$ cat src/rtl/core_pkg.sv
// Shared core types and widths used by the fetch front end.
package core_pkg;

  localparam int XLEN        = 32;
  localparam int INSTR_W     = 32;
  localparam int FETCH_WIDTH = 2;

  typedef struct packed {
    logic [INSTR_W-1:0] instr;
    logic [XLEN-1:0]    pc;
  } fq_entry_t;

endpackage

$ cat src/rtl/fetch_queue.sv
// Circular fetch queue: two entries pushed per write, up to two popped per cycle,
// head and head+1 presented combinationally.
module fetch_queue
  import core_pkg::*;
#(
  parameter int DEPTH = 8,
  localparam int PW   = $clog2(DEPTH),
  localparam int CW   = PW + 1
) (
  input  logic      clk,
  input  logic      reset,
  input  logic      push_en,
  input  fq_entry_t push_data [FETCH_WIDTH],
  input  logic [1:0] pop_cnt,
  input  logic      clear,
  output logic [CW-1:0] count,
  output fq_entry_t head [FETCH_WIDTH]
);

  fq_entry_t     mem [DEPTH];
  logic [PW-1:0] rd_ptr;
  logic [PW-1:0] wr_ptr;

  // NOTE: the storage array is deliberately not reset; an entry is only ever
  // observed when count says it is valid, so resetting it would add fanout for nothing.
  always_ff @(posedge clk) begin
    if (push_en && !clear) begin
      mem[wr_ptr]          <= push_data[0];
      mem[wr_ptr + PW'(1)] <= push_data[1];
    end
  end

  always_ff @(posedge clk or negedge reset) begin
    if (!reset) begin
      rd_ptr <= '0;
      wr_ptr <= '0;
      count  <= '0;
    end else if (clear) begin
      rd_ptr <= '0;
      wr_ptr <= '0;
      count  <= '0;
    end else begin
      if (push_en) wr_ptr <= wr_ptr + PW'(2);
      rd_ptr <= rd_ptr + PW'(pop_cnt);
      count  <= count + (push_en ? CW'(2) : CW'(0)) - CW'(pop_cnt);
    end
  end

  assign head[0] = mem[rd_ptr];
  assign head[1] = mem[rd_ptr + PW'(1)];

endmodule

$ cat src/rtl/fetch_unit.sv
// Dual-lane fetch front end: PC, paired imem requests under queue credit,
// flush/redirect handling with in-flight response drop, two-lane decode output.
module fetch_unit
  import core_pkg::*;
#(
  parameter logic [XLEN-1:0] RESET_PC = 32'h0,
  parameter int              FQ_DEPTH = 8
) (
  input  logic                   clk,
  input  logic                   reset,
  output logic                   imem_ren,
  output logic [XLEN-1:0]        imem_addr0,
  output logic [XLEN-1:0]        imem_addr1,
  input  logic                   imem_valid,
  input  logic [INSTR_W-1:0]     imem_rdata0,
  input  logic [INSTR_W-1:0]     imem_rdata1,
  input  logic                   flush_pipeline,
  input  logic [XLEN-1:0]        flush_pc,
  input  logic                   redirect_en,
  input  logic [XLEN-1:0]        redirect_pc,
  input  logic                   decode_ready,
  output logic [FETCH_WIDTH-1:0] if_valid,
  output logic [INSTR_W-1:0]     if_instr [FETCH_WIDTH],
  output logic [XLEN-1:0]        if_pc    [FETCH_WIDTH],
  output logic                   fetch_stall
);

  localparam int              CW         = $clog2(FQ_DEPTH) + 1;
  localparam logic [CW:0]     CREDIT_MAX = (CW+1)'(FQ_DEPTH - 2);

  logic [XLEN-1:0] pc;
  logic [XLEN-1:0] req_pc;
  logic            outstanding;
  logic            drop;

  logic            redir;
  logic [XLEN-1:0] target;
  logic [CW:0]     credit;
  logic            credit_ok;
  logic            can_issue;
  logic            push_en;
  logic [1:0]      pop_cnt;
  logic [CW-1:0]   fq_count;
  fq_entry_t       push_data [FETCH_WIDTH];
  fq_entry_t       head      [FETCH_WIDTH];

  // NOTE: every signal in this block is assigned on every path, so no latch can be inferred.
  always_comb begin
    redir     = flush_pipeline || redirect_en;
    target    = flush_pipeline ? flush_pc : redirect_pc;
    // A response returning this cycle still holds its two slots of credit.
    credit    = {1'b0, fq_count} + (outstanding ? (CW+1)'(2) : (CW+1)'(0));
    credit_ok = (credit <= CREDIT_MAX);
    can_issue = !outstanding || imem_valid;
    imem_ren    = reset && !redir && credit_ok && can_issue;
    fetch_stall = reset && !redir && !credit_ok;
    push_en   = imem_valid && outstanding && !drop && !redir;
    if_valid  = redir ? '0 : {fq_count >= CW'(2), fq_count != '0};
    pop_cnt   = decode_ready ? ({1'b0, if_valid[0]} + {1'b0, if_valid[1]}) : 2'd0;
    push_data[0] = '{instr: imem_rdata0, pc: req_pc};
    push_data[1] = '{instr: imem_rdata1, pc: req_pc + XLEN'(4)};
  end

  // NOTE: non-blocking updates let a later assignment in the same edge override an
  // earlier one, so a new request sets outstanding even as the previous response clears it.
  always_ff @(posedge clk or negedge reset) begin
    if (!reset) begin
      pc          <= RESET_PC;
      req_pc      <= RESET_PC;
      outstanding <= 1'b0;
      drop        <= 1'b0;
    end else if (redir) begin
      pc          <= target & ~XLEN'(3);
      outstanding <= outstanding && !imem_valid;
      drop        <= outstanding && !imem_valid;
    end else begin
      if (imem_valid && outstanding) begin
        outstanding <= 1'b0;
        drop        <= 1'b0;
      end
      if (imem_ren) begin
        outstanding <= 1'b1;
        req_pc      <= pc;
        pc          <= pc + XLEN'(8);
      end
    end
  end

  fetch_queue #(.DEPTH(FQ_DEPTH)) u_fetch_queue (
    .clk       (clk),
    .reset     (reset),
    .push_en   (push_en),
    .push_data (push_data),
    .pop_cnt   (pop_cnt),
    .clear     (redir),
    .count     (fq_count),
    .head      (head)
  );

  assign imem_addr0  = pc;
  assign imem_addr1  = pc + XLEN'(4);
  assign if_instr[0] = head[0].instr;
  assign if_instr[1] = head[1].instr;
  assign if_pc[0]    = head[0].pc;
  assign if_pc[1]    = head[1].pc;

endmodule

$ cat config.mk
export PLATFORM = sky130hd
export DESIGN_NAME = fetch_unit
export DESIGN_NICKNAME = d
export VERILOG_FILES = /design/src/rtl/core_pkg.sv /design/src/rtl/fetch_queue.sv /design/src/rtl/fetch_unit.sv
export SDC_FILE = /design/constraint.sdc
export NUM_CORES = 1
export LEC_CHECK = 0
export BUFFER_PORTS_ARGS = -buffer_cell sky130_fd_sc_hd__buf_4
export CAP_MARGIN = 30
export CORE_MARGIN = 3
export CORE_UTILIZATION = 45
export CTS_CLUSTER_SIZE = 14
export DETAILED_ROUTE_END_ITERATION = 6
export SYNTH_ARGS = -nofsm -noshare
export SYNTH_HDL_FRONTEND = slang
export SYNTH_SLANG_ARGS = --single-unit
$ cat constraint.sdc
create_clock -name clk -period 9.23 [get_ports clk]
set_clock_uncertainty 0.2 [all_clocks]
set_input_delay 2.3075 -clock clk [delete_from_list [all_inputs] [get_ports clk]]
set_output_delay 2.3075 -clock clk [all_outputs]
set_load 0.05 [all_outputs]
==> results.md, run 1 <==
Run status:
- The run finished with clean final reports.

Floorplan:
- The number of placed I/O pins is 330.
- The die area is 70800 um2.
- The floorplan has 94 rows.
- In this run the horizontal extent of the chip is 266 um.
- Once the floorplan was initialized, standard cells occupied 45.9% of the core.
- The floorplan step defined a core boundary enclosing 66300 um2.
- The die height is 266 um.

Power and ir drop:
- Dividing total power by cell area gives a power density of 170 nW/um2.
- For this design the static power due to leakage is 12.3 nW.
- The overall power is 5.98 mW.
- The worst voltage drop across the vdd grid is 144 uV.

Clock tree:
- Counting along the longest clock path gives a buffer depth of 3.
- The number of gates resized after cts is 0.
- For the worst-skew pair, the clock arrives at the later sink with an insertion delay of 0.62 ns.
- The number of clock sinks is 567.
- TritonCTS built the clock tree.
- For this design, the CTS-stage hold fixing added 0 buffers.
- The number of setup buffers added after CTS is 0.
- The post-CTS clock slew at the launch and capture registers of the worst setup and hold paths is 0.06 ns.
- In this run the clock root is driven by a sky130_fd_sc_hd__clkbuf_16.
- The H-tree level count is 2.
- The TritonCTS buffer count is 60.

Setup path:
- In this run the worst path has a maximum fanout of 152.
- At the worst endpoint, the arrival time is 4.11 ns.
- The slack of the worst reg-to-reg path is 5.45 ns.
- For the worst flop-to-flop path, the logic depth is 8.
- The worst endpoint required time is 6.72 ns.
- The type of element capturing the critical path is an output port.
- The critical path startpoint category is a flip-flop.
- The critical path is of the reg2out type.

Route:
- The antenna violation net count after detailed routing is 0.
- The detailed router's first-iteration violation count is 1581.
- The detailed router put a total of 33.7 mm of wire on met1.
- The DRC violation count after routing is 0.
- The routed design uses 41.7 mm of met2 wire.
- The first-pass detailed-route iteration total is 7.
- The routed via count is 19600.
- The per-cell via count in the routed design is 5.83.
- The final layout contains routed wiring with a total length of 82.9 mm.
- After detailed routing, the average wire length per cell comes to 24.6 um.
- The uppermost signal routing layer after detailed routing is met5.
- Wire segments on met3 add up to 5.64 mm in the final route.

Synthesis:
- The register area share after synthesis is 54.8%.
- After synthesis, the cell types taking the most area are sky130_fd_sc_hd__edfxtp_1, sky130_fd_sc_hd__mux4_2, sky130_fd_sc_hd__nand2_1, sky130_fd_sc_hd__dfrtp_1, sky130_fd_sc_hd__mux2_2.
- The distinct cell type count of the synthesized netlist is 66.
- Summed over its instances, the top area cell type makes up 48.9% of the synthesized netlist area.
- Among all flip-flop cells after synthesis, the most frequent one is sky130_fd_sc_hd__edfxtp_1.
- The cell count after synthesis came out at 2270.
- During synthesis, Yosys emitted a total of 0 warnings.
- After synthesis, the share of flip-flops with an asynchronous set or reset is 12.5%.
- The synthesized design contains 496 enable-type register cells.
- Each instance of the synthesized netlist takes up on average 13.4 um2.
- The synthesized flop and latch total is 567.
- The largest total area in the synthesized netlist belongs to sky130_fd_sc_hd__edfxtp_1.
- The cell area that synthesis handed to floorplanning was 30400 um2.

Final layout:
- Leaving out fill and tap cells, the most frequent cell in the layout is sky130_fd_sc_hd__nand2_1.
- The net count of the finished layout is 2604.
- The fraction of final layout cells with drive strength greater than 1 is 33.7%.
- Fill cells in the final layout number 5586.
- The area growth from synthesis to layout is 15.5%.
- In the layout the commonest cells are sky130_fd_sc_hd__nand2_1, sky130_fd_sc_hd__edfxtp_1, sky130_fd_sc_hd__buf_4, sky130_fd_sc_hd__mux4_2, sky130_fd_sc_hd__mux2_2.
- For this run, the share of the core covered by cells in the final layout is 53.0%.

GRT:
- The via count of the first global-routing pass is 20400.
- The wire length of the first global-routing pass is 125 mm.
- For this run the aggregate overflow at the end of global routing stands at 0.
- For this run, the total global-route usage over all layers was measured as 23.5%.
- Entering global routing, the biggest net connects 153 pins.
- The number of antenna violations at the first check in global routing came to 2.

Placement:
- At the end of routability-driven placement, the weighted congestion stood at 0.819.
- The count of input and output buffers is 317.
- The half-perimeter wire length after placement is 50.6 mm.

Worst hold path:
- The worst hold path passes through 0 cells.
- The path class of the tightest hold or removal check is reg2reg.

STA:
- The transition time of the tightest slew-check pin is 1.20 ns.
- The final critical path takes up 71.7% of the cycle.
- The final count of hold timing violations is 0.
- Setup repair after global routing left no endpoint under its margin.
- The count of final max-slew check failures is 0.
- Setup violations remaining at the end of the flow were counted as 0.
- The achievable clock frequency is 151 MHz.
- The total negative setup slack is 0 ns.
- Hold timing on the final database bottoms out at a slack of 0.371 ns.
- Headroom to the max-slew limit came out at 20.2%.
- The time the final worst path needs with I/O delays and setup is 6.62 ns.

Job:
- The number of max-cap violations is 0.
## state kept, by name, summed over array words and instances (netlist names)
| register | flops |
|---|---|
| imem_addr0 | 30 |
| u_fetch_queue.mem | 496 |
| drop | 1 |
| u_fetch_queue.rd_ptr | 3 |
| req_pc | 30 |
| u_fetch_queue.count | 4 |
| outstanding | 1 |
| u_fetch_queue.wr_ptr | 2 |
## area by class of cell
cell class | count | area (um2) | area share, %
well taps | 864 | 1080 | 3.08
inverters | 27 | 115 | 0.328
clock inverters | 29 | 168 | 0.477
clock buffers | 82 | 1640 | 4.65
diodes | 1 | 2.50 | 0.00712
multi-input cells | 1442 | 12700 | 36.2
repair buffers | 352 | 2750 | 7.82
flip-flops and latches | 567 | 16700 | 47.5
## per-stage QoR
step | area [um2] | setup slack [ns] | std cells
final | 35100 | 2.61 | 3364
after detailed placement | 33300 | 2.75 | 3251
after floorplan | 30500 | 2.73 | 2277
after global routing | 35100 | 2.42 | 3363
after global placement | 33200 | 2.48 | 3247
after CTS | 35100 | 2.60 | 3362
## cell usage after synthesis, types with 21 or more instances
master,number
sky130_fd_sc_hd__clkbuf_1,158
sky130_fd_sc_hd__xor2_1,59
sky130_fd_sc_hd__nand2_1,571
sky130_fd_sc_hd__edfxtp_1,496
sky130_fd_sc_hd__xnor2_1,100
sky130_fd_sc_hd__nand3_1,32
sky130_fd_sc_hd__nor2_1,70
sky130_fd_sc_hd__nand4_1,27
sky130_fd_sc_hd__dfrtp_1,71
sky130_fd_sc_hd__mux2_2,124
sky130_fd_sc_hd__buf_2,57
sky130_fd_sc_hd__mux4_2,248
sky130_fd_sc_hd__a21oi_1,21
sky130_fd_sc_hd__nor3_1,23
## where the power goes
group          leakage, nW  total (mW)  internal (mW)  switching [mW]
logic                 6.10       0.647          0.257           0.390
clock network        0.890        2.25           1.26           0.991
registers             5.33        3.08           2.91           0.176
total                 12.3        5.98           4.42            1.56
## cells by family (layout without fill, tap and decap cells)
logic type      count (synthesis)  after routing  synth area share [%]
flops                         567            567                  54.8
buf+inv                       268            490                  3.69
xor+xnor                      159            159                  4.58
simple gates                  779            779                  10.8
compound gates                100            100                  2.18
mux                           376            376                  23.1
other cells                     1              9                0.0123
fa+ha+maj                      20             20                 0.896
## path summary, 6_finish.rpt
path,startpoint,to
worst max-delay path,u_fetch_queue.rd_ptr[0]$_DFF_PN0_,if_instr[54]
worst min-delay path,req_pc[26]$_DFFE_PN0P_,u_fetch_queue.mem[6][26]$_DFFE_PP_
worst max register to register,outstanding$_DFFE_PN0P_,u_fetch_queue.mem[7][9]$_DFFE_PP_
worst min register to register,req_pc[26]$_DFFE_PN0P_,u_fetch_queue.mem[6][26]$_DFFE_PP_
max in group asynchronous,reset,u_fetch_queue.rd_ptr[0]$_DFF_PN0_
min in group asynchronous,reset,imem_addr0[15]$_DFFE_PN0P_
## critical path: stages (launching register included)
cell and delay [ns]:
sky130_fd_sc_hd__dfrtp_4 0.76, sky130_fd_sc_hd__buf_4 0.59, sky130_fd_sc_hd__buf_12 0.65, sky130_fd_sc_hd__mux4_2 0.63
sky130_fd_sc_hd__mux2_2 0.31, sky130_fd_sc_hd__buf_4 0.20
## metal layers
| layer | GRT usage, % | up-vias |
|---|---|---|
| met2 | 40.6 | 723 |
| met5 | 0 | - |
| met3 | 4.28 | 127 |
| li1 | - | 8717 |
| met1 | 30.8 | 10000 |
| met4 | 5.78 | 2 |
(Power assumes the default switching activity.)
==> inputs of run 2 (changes only) <==
--- a/config.mk
+++ b/config.mk
@@ -5,6 +5,7 @@
 export SDC_FILE = /design/constraint.sdc
 export NUM_CORES = 1
 export LEC_CHECK = 0
+export ABC_AREA = 1
 export BUFFER_PORTS_ARGS = -buffer_cell sky130_fd_sc_hd__buf_4
 export CAP_MARGIN = 30
 export CORE_MARGIN = 3
==> constraint.sdc (replaced) <==
create_clock -name clk -period 6.6 [get_ports clk]
set_clock_uncertainty 0.2 [all_clocks]
set_input_delay 1.65 -clock clk [delete_from_list [all_inputs] [get_ports clk]]
set_output_delay 1.65 -clock clk [all_outputs]
set_load 0.05 [all_outputs]
==> results.md, run 2 <==
Worst hold path:
- In this run the worst hold path is classified as reg2reg.

Final layout:
- At the end of the flow, the number of nets in the layout was 4140.
- The layout filler cell count is 6604.
- The library cell used most frequently in the layout, excluding fill and tap cells, is sky130_fd_sc_hd__nand2_1.
- The finished layout holds 4976 standard cells, fillers aside.
- The top cell types in the final layout, fill and taps aside, are sky130_fd_sc_hd__nand2_1, sky130_fd_sc_hd__o21ai_0, sky130_fd_sc_hd__edfxtp_1, sky130_fd_sc_hd__nor2_1, sky130_fd_sc_hd__buf_4.
- The register with the most flip-flops in the layout has 496 of them.
- The total area of multi-input combinational cells is 12600 um2.
- Across the whole layout, storage elements account for 16700 um2.
- From synthesis to final layout, the design area changed by 14.4%.
- The fraction of final layout cells with drive strength greater than 1 is 12.0%.
- Summing all non-filler instances in the final layout gives an area of 36700 um2.
- u_fetch_queue.mem holds more flip-flops than any other register.

Power and ir drop:
- The internal portion of total power is 6.56 mW.
- The analysis attributes to cell leakage a power of 14.1 nW.
- The share of power burned in registers is 47.9%.
- The fraction of power consumed by combinational cells is 12.8%.
- In this run switching power makes up 27.3% of total power.
- VDD sags by at most 227 uV.
- The clock network burns 39.3% of the power.
- The cell area power density is 245 nW/um2.
- The analysis attributes to net switching a power of 2.46 mW.
- The overall power is 9.02 mW.

Clock tree:
- The clock net in this run drives a total of 567 sinks.
- TritonCTS created 66 clock buffers.
- The H-tree level count is 3.
- The TritonCTS clock tree is done.
- The CTS root buffer is sky130_fd_sc_hd__clkbuf_16.
- Buffers inserted to repair hold after CTS numbered 0.
- In this run, post-CTS repair resized a total of 0 instances.
- The worst-skew pair later-pin latency is 0.59 ns.
- Clock-pin slew was measured on the worst setup and hold paths at 0.06 ns.
- Post-CTS timing repair inserted 0 buffers for setup.
- The maximum buffer depth of the clock tree is 3.

Synthesis:
- Each instance of the synthesized netlist takes up on average 8.24 um2.
- The portion of synthesized area spent on multiplexers is 0.0312%.
- In the synthesized netlist, the cells that appear most often are sky130_fd_sc_hd__nand2_1, sky130_fd_sc_hd__o21ai_0, sky130_fd_sc_hd__edfxtp_1.
- Summed over all instances, the cell type with the most area after synthesis is sky130_fd_sc_hd__edfxtp_1.
- The synthesized netlist devotes 15.8% of its cell area to simple gates.
- After synthesis, the share of flip-flops with an asynchronous set or reset is 12.5%.
- The share of synthesized area in the top cell type comes to 46.4%.
- Among all cell types in the netlist, the one instantiated most often is sky130_fd_sc_hd__nand2_1.
- After synthesis the cells add up to 32100 um2.
- The most used flip-flop cell after synthesis is sky130_fd_sc_hd__edfxtp_1.
- The post-synthesis compound-gate area fraction is 20.9%.
- The synthesized instance count is 3896.
- The area share of fa/ha/maj cells after synthesis is 0.849%.
- In this run, distinct cell masters in the synthesized netlist total 40.
- The synthesized design contains 496 enable-type register cells.
- After synthesis, the cell types taking the most area are sky130_fd_sc_hd__edfxtp_1, sky130_fd_sc_hd__o21ai_0, sky130_fd_sc_hd__nand2_1, sky130_fd_sc_hd__dfrtp_1, sky130_fd_sc_hd__nor2_1.
- Counting flops and latches in the post-synthesis netlist gives 567.
- The register area share after synthesis is 51.9%.
- The number of synthesis warnings is 0.
- Summing the areas of all xor and xnor instances in the mapped netlist gives 1.42% of the synthesized area.
- After synthesis, the largest family of logic cells by area is compound AO/OA/AOI/OAI gates.

Route:
- The routed via count is 27400.
- Dividing the detail-routed wire length by the instance count gives 19.1 um.
- For this run, design rule violations remaining after detail routing come to 0.
- The pre-antenna-repair detailed-routing pass consisted of 5 iterations.
- The antenna violation net count after detailed routing is 0.
- The detailed router finished its first iteration with 2721 violations.
- The wire length reported by the detailed router is 94.8 mm.
- The per-cell via count in the routed design is 5.50.

Placement:
- The weighted congestion at the end of routability-driven global placement is 0.860.
- Port buffering added 317 buffers.
- Timing analysis after detailed placement gives a worst setup slack of 1.67 ns.
- Once placement completed, the tool counted placed cells totaling 4857.
- The half-perimeter wire length after placement is 59.6 mm.
- The placed instances occupy a cell area of 34600 um2.

Setup path:
- The startpoint identified for the worst register-to-register timing path is outstanding$_DFFE_PN0P_.
- The library cell contributing the largest single delay on the critical path is sky130_fd_sc_hd__ha_4.
- The critical path in this run is classified as reg2out.
- For this run, the slowest stage of the critical path takes 0.83 ns.
- The worst setup path startpoint is u_fetch_queue.rd_ptr[1]$_DFF_PN0_.
- The slack of the worst reg-to-reg path is 3.32 ns.
- The worst register-to-register path ends at u_fetch_queue.mem[4][55]$_DFFE_PP_.
- STA classifies the critical path endpoint as an output port.
- The number of cells on the worst reg-to-reg path is 8.
- In this run the worst path has a maximum fanout of 55.
- The worst endpoint required time is 4.75 ns.
- The signal on the critical path passes through ha_4 > buf_4 > o21ai_0 > o21ai_0 > nor2_1 > a31oi_1 > buf_4.
- Data on the critical path arrives at its endpoint at 3.56 ns.
- The critical path startpoint category is a flip-flop.
- The most critical setup path has its endpoint at if_instr[5].

Floorplan:
- The total core area is 70400 um2.
- The die is 273 um wide.
- The starting density of the core is 45.6%.
- Row generation in the floorplan step produced 97 rows.
- The die area is 74600 um2.
- During I/O placement, the number of pins put on the boundary was 330.
- The die height is 273 um.

GRT:
- The wire length of the first global-routing pass is 145 mm.
- The via count of the first global-routing pass was 25500.
- The number of antenna violations at the first check in global routing is 2.
- The met2 track demand over resource is 42.4%.
- The global-route usage over all layers is 24.9%.
- The met3 capacity usage during global routing is 4.03%.
- After global routing, the most crowded layer is met2.
- The global routing usage on met1 is 32.0%.
- The remaining global-route overflow is 0.
- Entering global routing, the biggest net connects 262 pins.

STA:
- The final count of hold timing violations is 0.
- The time the final worst path needs with I/O delays and setup is 5.41 ns.
- The worst path setup slack after routing is 1.19 ns.
- Measured against its own limit, the worst slew margin works out to 29.4%.
- The count of final max-slew check failures is 0.
- For the pin with the worst max-slew slack, the measured transition is 1.06 ns.
- Summed over all failing endpoints, the final setup total negative slack is 0 ns.
- Setup repair after global routing left no endpoint under its margin.
- The post-route clock period utilization is 81.9%.
- The count of endpoints failing setup in the final report is 0.
- The achievable clock frequency is 185 MHz.

Job:
- Max-cap violations in this run came to 0.

Run status:
- The run finished with clean final reports.
==> run 2: cell types whose count changed after synthesis, sizes merged, moves of 123 or more <==
cell,change
o21ai,+732
nor2,+389
a21oi,+313
inv,+293
mux4,-248
nand2,+177
mux2,-124
a31oi,+123
==> run 2: power by group through the flow <==
stage	Combinational, mW	Sequential, mW	Clock [mW]
finish	1.16	4.32	3.54
global route	1.28	4.34	3.77
CTS	1.16	4.32	3.61
detailed placement	1.15	4.39	0
global placement	1.14	4.39	0
floorplan	0.834	4.31	0
==> run 2: layer usage <==
layer | vias to the layer above | wire length, um
li1 | 13400 | -
met1 | 12800 | 39400
met2 | 971 | 45900
met3 | 178 | 6460
met4 | 0 | 3100
met5 | - | 0
==> run 2: logic make-up after synthesis <==
group | after synthesis
flops | 567
compound gates | 1279
simple gates | 1301
other cells | 1
fa+ha+maj | 20
buf+inv | 675
mux | 1
xor+xnor | 52
==> run 2: critical path, delay by kind of cell (launching register included) <==
kind	cells	cell delay [ns]
adder cells (fa/ha/maj)	1	0.83
buffers and inverters	2	0.74
flip-flops	1	0.68
AO/OA/AOI/OAI	3	0.60
AND/OR/NAND/NOR	1	0.07
==> run 2: area by class of cell <==
| class | instances | share of cell area, % |
|---|---|---|
| Timing Repair Buffer | 371 | 8.10 |
| Clock buffer | 93 | 5.14 |
| Clock inverter | 23 | 0.483 |
| Multi-Input combinational cell | 2661 | 34.3 |
| Antenna cell | 2 | 0.0136 |
| Tap cell | 940 | 3.20 |
| Inverter | 319 | 3.35 |
| Sequential cell | 567 | 45.4 |
==> run 2: worst min-delay path by stage <==
stage | startpoint | to | slack (ns) | depth (start not counted)
after floorplan | drop$_DFFE_PN0P_ | drop$_DFFE_PN0P_ | 0.28 | 2
after global placement | drop$_DFFE_PN0P_ | drop$_DFFE_PN0P_ | 0.30 | 2
after detailed placement | drop$_DFFE_PN0P_ | drop$_DFFE_PN0P_ | 0.30 | 2
after CTS | drop$_DFFE_PN0P_ | drop$_DFFE_PN0P_ | 0.32 | 2
after global routing | drop$_DFFE_PN0P_ | drop$_DFFE_PN0P_ | 0.35 | 2
final | drop$_DFFE_PN0P_ | drop$_DFFE_PN0P_ | 0.31 | 2
==> run 2: stage by stage <==
step / util, % / hold WS [ns]
5_1_grt: 52.2 / 0.353
6_report: 52.2 / 0.311
2_1_floorplan: - / 0.278
3_5_place_dp: 49.2 / 0.302
4_1_cts: 52.2 / 0.315
3_3_place_gp: 49.2 / 0.300
==> inputs of run 3 (changes only) <==
--- a/config.mk
+++ b/config.mk
@@ -5,7 +5,7 @@
 export SDC_FILE = /design/constraint.sdc
 export NUM_CORES = 1
 export LEC_CHECK = 0
-export ABC_AREA = 1
+export ABC_AREA = 0
 export BUFFER_PORTS_ARGS = -buffer_cell sky130_fd_sc_hd__buf_4
 export CAP_MARGIN = 30
 export CORE_MARGIN = 3
==> constraint.sdc (replaced) <==
create_clock -name clk -period 5.65 [get_ports clk]
set_clock_uncertainty 0.2 [all_clocks]
set_input_delay 1.4125 -clock clk [delete_from_list [all_inputs] [get_ports clk]]
set_output_delay 1.4125 -clock clk [all_outputs]
set_load 0.05 [all_outputs]
==> results.md, run 3 (synthesized netlist as in run 1, its figures left out) <==
Floorplan:
- For this configuration, the core starts out at a cell density of 45.9%.
- The number of standard-cell rows in the floorplan is 94.
- The die height is 266 um.
- The floorplan step set the die width to 266 um.
- The total core area is 66300 um2.
- The die covers 70800 um2.
- For this design the top-level I/O count stands at 330.

Final layout:
- The post-synthesis to final-layout area growth is 16.3%.
- Summing all flip-flop and latch instances after layout gives 16700 um2.
- The library cells used most frequently in the layout, excluding fill and tap cells, are sky130_fd_sc_hd__nand2_1, sky130_fd_sc_hd__edfxtp_1, sky130_fd_sc_hd__buf_4, sky130_fd_sc_hd__mux4_2, sky130_fd_sc_hd__mux2_2.
- The flip-flop count of the largest register after layout is 496.
- The fraction of final layout cells with drive strength greater than 1 is 34.0%.
- The total area of multi-input combinational cells is 12700 um2.
- At the end of the flow, the number of nets in the layout was 2616.
- Leaving out fill and tap cells, the most frequent cell in the layout is sky130_fd_sc_hd__nand2_1.
- The register with the most flip-flops in the final layout is u_fetch_queue.mem.
- Leaving out filler cells and counting taps, the final layout contains 3377.
- The layout filler cell count is 5523.

Clock tree:
- After clock tree synthesis, the repair step resized 0 gates.
- The setup fix buffers added after clock tree synthesis is 0.
- The TritonCTS clock tree is done.
- Hold repair after CTS inserted 0 buffers.
- The post-CTS clock slew at the launch and capture registers of the worst setup and hold paths is 0.06 ns.
- Clock latency on the worst-skew pair, taken at its later pin, is 0.64 ns.
- The H-tree level count is 2.
- The CTS root buffer is sky130_fd_sc_hd__clkbuf_16.
- The clock passes through at most 3 buffers.
- TritonCTS created 61 clock buffers.
- Clock tree synthesis found a total of 567 sinks.

STA:
- In this run the tightest slew margin relative to its limit is 33.1%.
- The final count of hold timing violations is 0.
- The achievable clock frequency is 203 MHz.
- The count of endpoints failing setup in the final report is 0.
- The transition time of the tightest slew-check pin is 1.00 ns.
- The total negative setup slack is 0 ns.
- Setup repair after global routing left no endpoint under its margin.
- Counting I/O delays and the setup requirement, the final critical path takes 4.92 ns.
- The worst slack on hold paths is 0.352 ns.
- After layout, the worst path uses 87.1% of the clock period.
- The count of final max-slew check failures is 0.

GRT:
- The pin count of the biggest net entering global routing is 133.
- The via count of the first global-routing pass is 20300.
- Global routing used 23.3% of the available tracks across all layers.
- The wire length of the first global-routing pass is 125 mm.
- After global routing the overflow that remains totals 0.
- The number of antenna violations at the first check in global routing is 3.

Setup path:
- The worst endpoint required time is 4.04 ns.
- The critical path data arrival time is 3.31 ns.
- The worst setup path is captured at an output port.
- The critical path class is reg2out.
- STA classifies the critical path startpoint as a flip-flop.
- Of all nets on the critical path, the largest fanout is 8.

Run status:
- The run finished with clean final reports.

Placement:
- The number of placed instances with taps included is 3261.
- The wire-length estimate of the detail-placed layout is 51.1 mm.
- The count of input and output buffers is 317.
- At the end of routability-driven placement, the weighted congestion stood at 0.808.

Route:
- Dividing the detail-routed wire length by the instance count gives 24.4 um.
- The detailed router's first-iteration violation count is 1775.
- The first-pass detailed-route iteration total is 5.
- Wires add up to 82.5 mm.
- Using the TritonRoute via totals, the vias-per-cell ratio works out to 5.84.
- Across all layers, the routed design uses 19700 vias.
- The antenna violation net count after detailed routing is 0.
- The DRC violation count after routing is 0.

Worst hold path:
- The worst hold path belongs to the class reg2reg.

Power and ir drop:
- The worst-case IR drop observed on VDD is 284 uV.
- In this run the power density over the cells is 281 nW/um2.
- The leakage component of the power is 12.4 nW.

Job:
- Max-cap violations in this run came to 0.
==> run 3: cell type report <==
cell class	count	area share (%)
Antenna cell	1	0.00707
Clock buffer	77	4.63
Clock inverter	36	0.757
Inverter	27	0.325
Multi-Input combinational cell	1442	35.9
Sequential cell	567	47.2
Tap cell	864	3.06
Timing Repair Buffer	363	8.13
==> run 3: worst paths after layout <==
path / start / to / slack (ns) / cells after the start
min reg2reg: req_pc[26]$_DFFE_PN0P_ / u_fetch_queue.mem[2][26]$_DFFE_PP_ / 0.35 / 0
min: req_pc[26]$_DFFE_PN0P_ / u_fetch_queue.mem[2][26]$_DFFE_PP_ / 0.35 / 0
max reg2reg: req_pc[17]$_DFFE_PN0P_ / u_fetch_queue.mem[1][31]$_DFFE_PP_ / 2.28 / 5
min in group asynchronous: reset / imem_addr0[30]$_DFFE_PN0P_ / 0.50 / 1
max in group asynchronous: reset / imem_addr0[9]$_DFFE_PN0P_ / 3.83 / 2
max: imem_addr0[4]$_DFFE_PN0P_ / imem_addr1[19] / 0.73 / 7
==> run 3: critical path: stages (launching register included) <==
cell and delay (ns):
sky130_fd_sc_hd__dfrtp_1 0.56, sky130_fd_sc_hd__ha_1 0.31, sky130_fd_sc_hd__and3_1 0.22, sky130_fd_sc_hd__nand3_1 0.25, sky130_fd_sc_hd__nor4_1 0.72, sky130_fd_sc_hd__nand3_1 0.18, sky130_fd_sc_hd__xnor2_1 0.20, sky130_fd_sc_hd__buf_4 0.23
==> run 3: per-stage QoR <==
| step | instance area [um2] | utilization [%] | power, mW | setup slack (ns) |
|---|---|---|---|---|
| finish | 35400 | 53.3 | 9.96 | 0.728 |
| global route | 35400 | 53.3 | 10.3 | 0.477 |
| CTS | 35300 | 53.2 | 10.0 | 0.682 |
| detailed placement | 33400 | 50.4 | 6.19 | 1.32 |
| global placement | 33400 | 50.4 | 6.15 | 1.35 |
| floorplan | 30500 | - | 5.82 | 0.627 |
==> run 3: metal layers <==
metal  wire [um]  global-route usage, %  up-vias
li1            -                      -     8753
met1       33200                   30.5    10100
met2       41800                   40.5      716
met3        5840                   4.59      103
met4        1570                   5.20        4
met5          25                      0        -
==> run 3: power by group <==
part           internal, mW  switching (mW)
Sequential             4.75           0.292
Clock                  2.18            1.67
Combinational         0.423           0.640
Total                  7.35            2.60
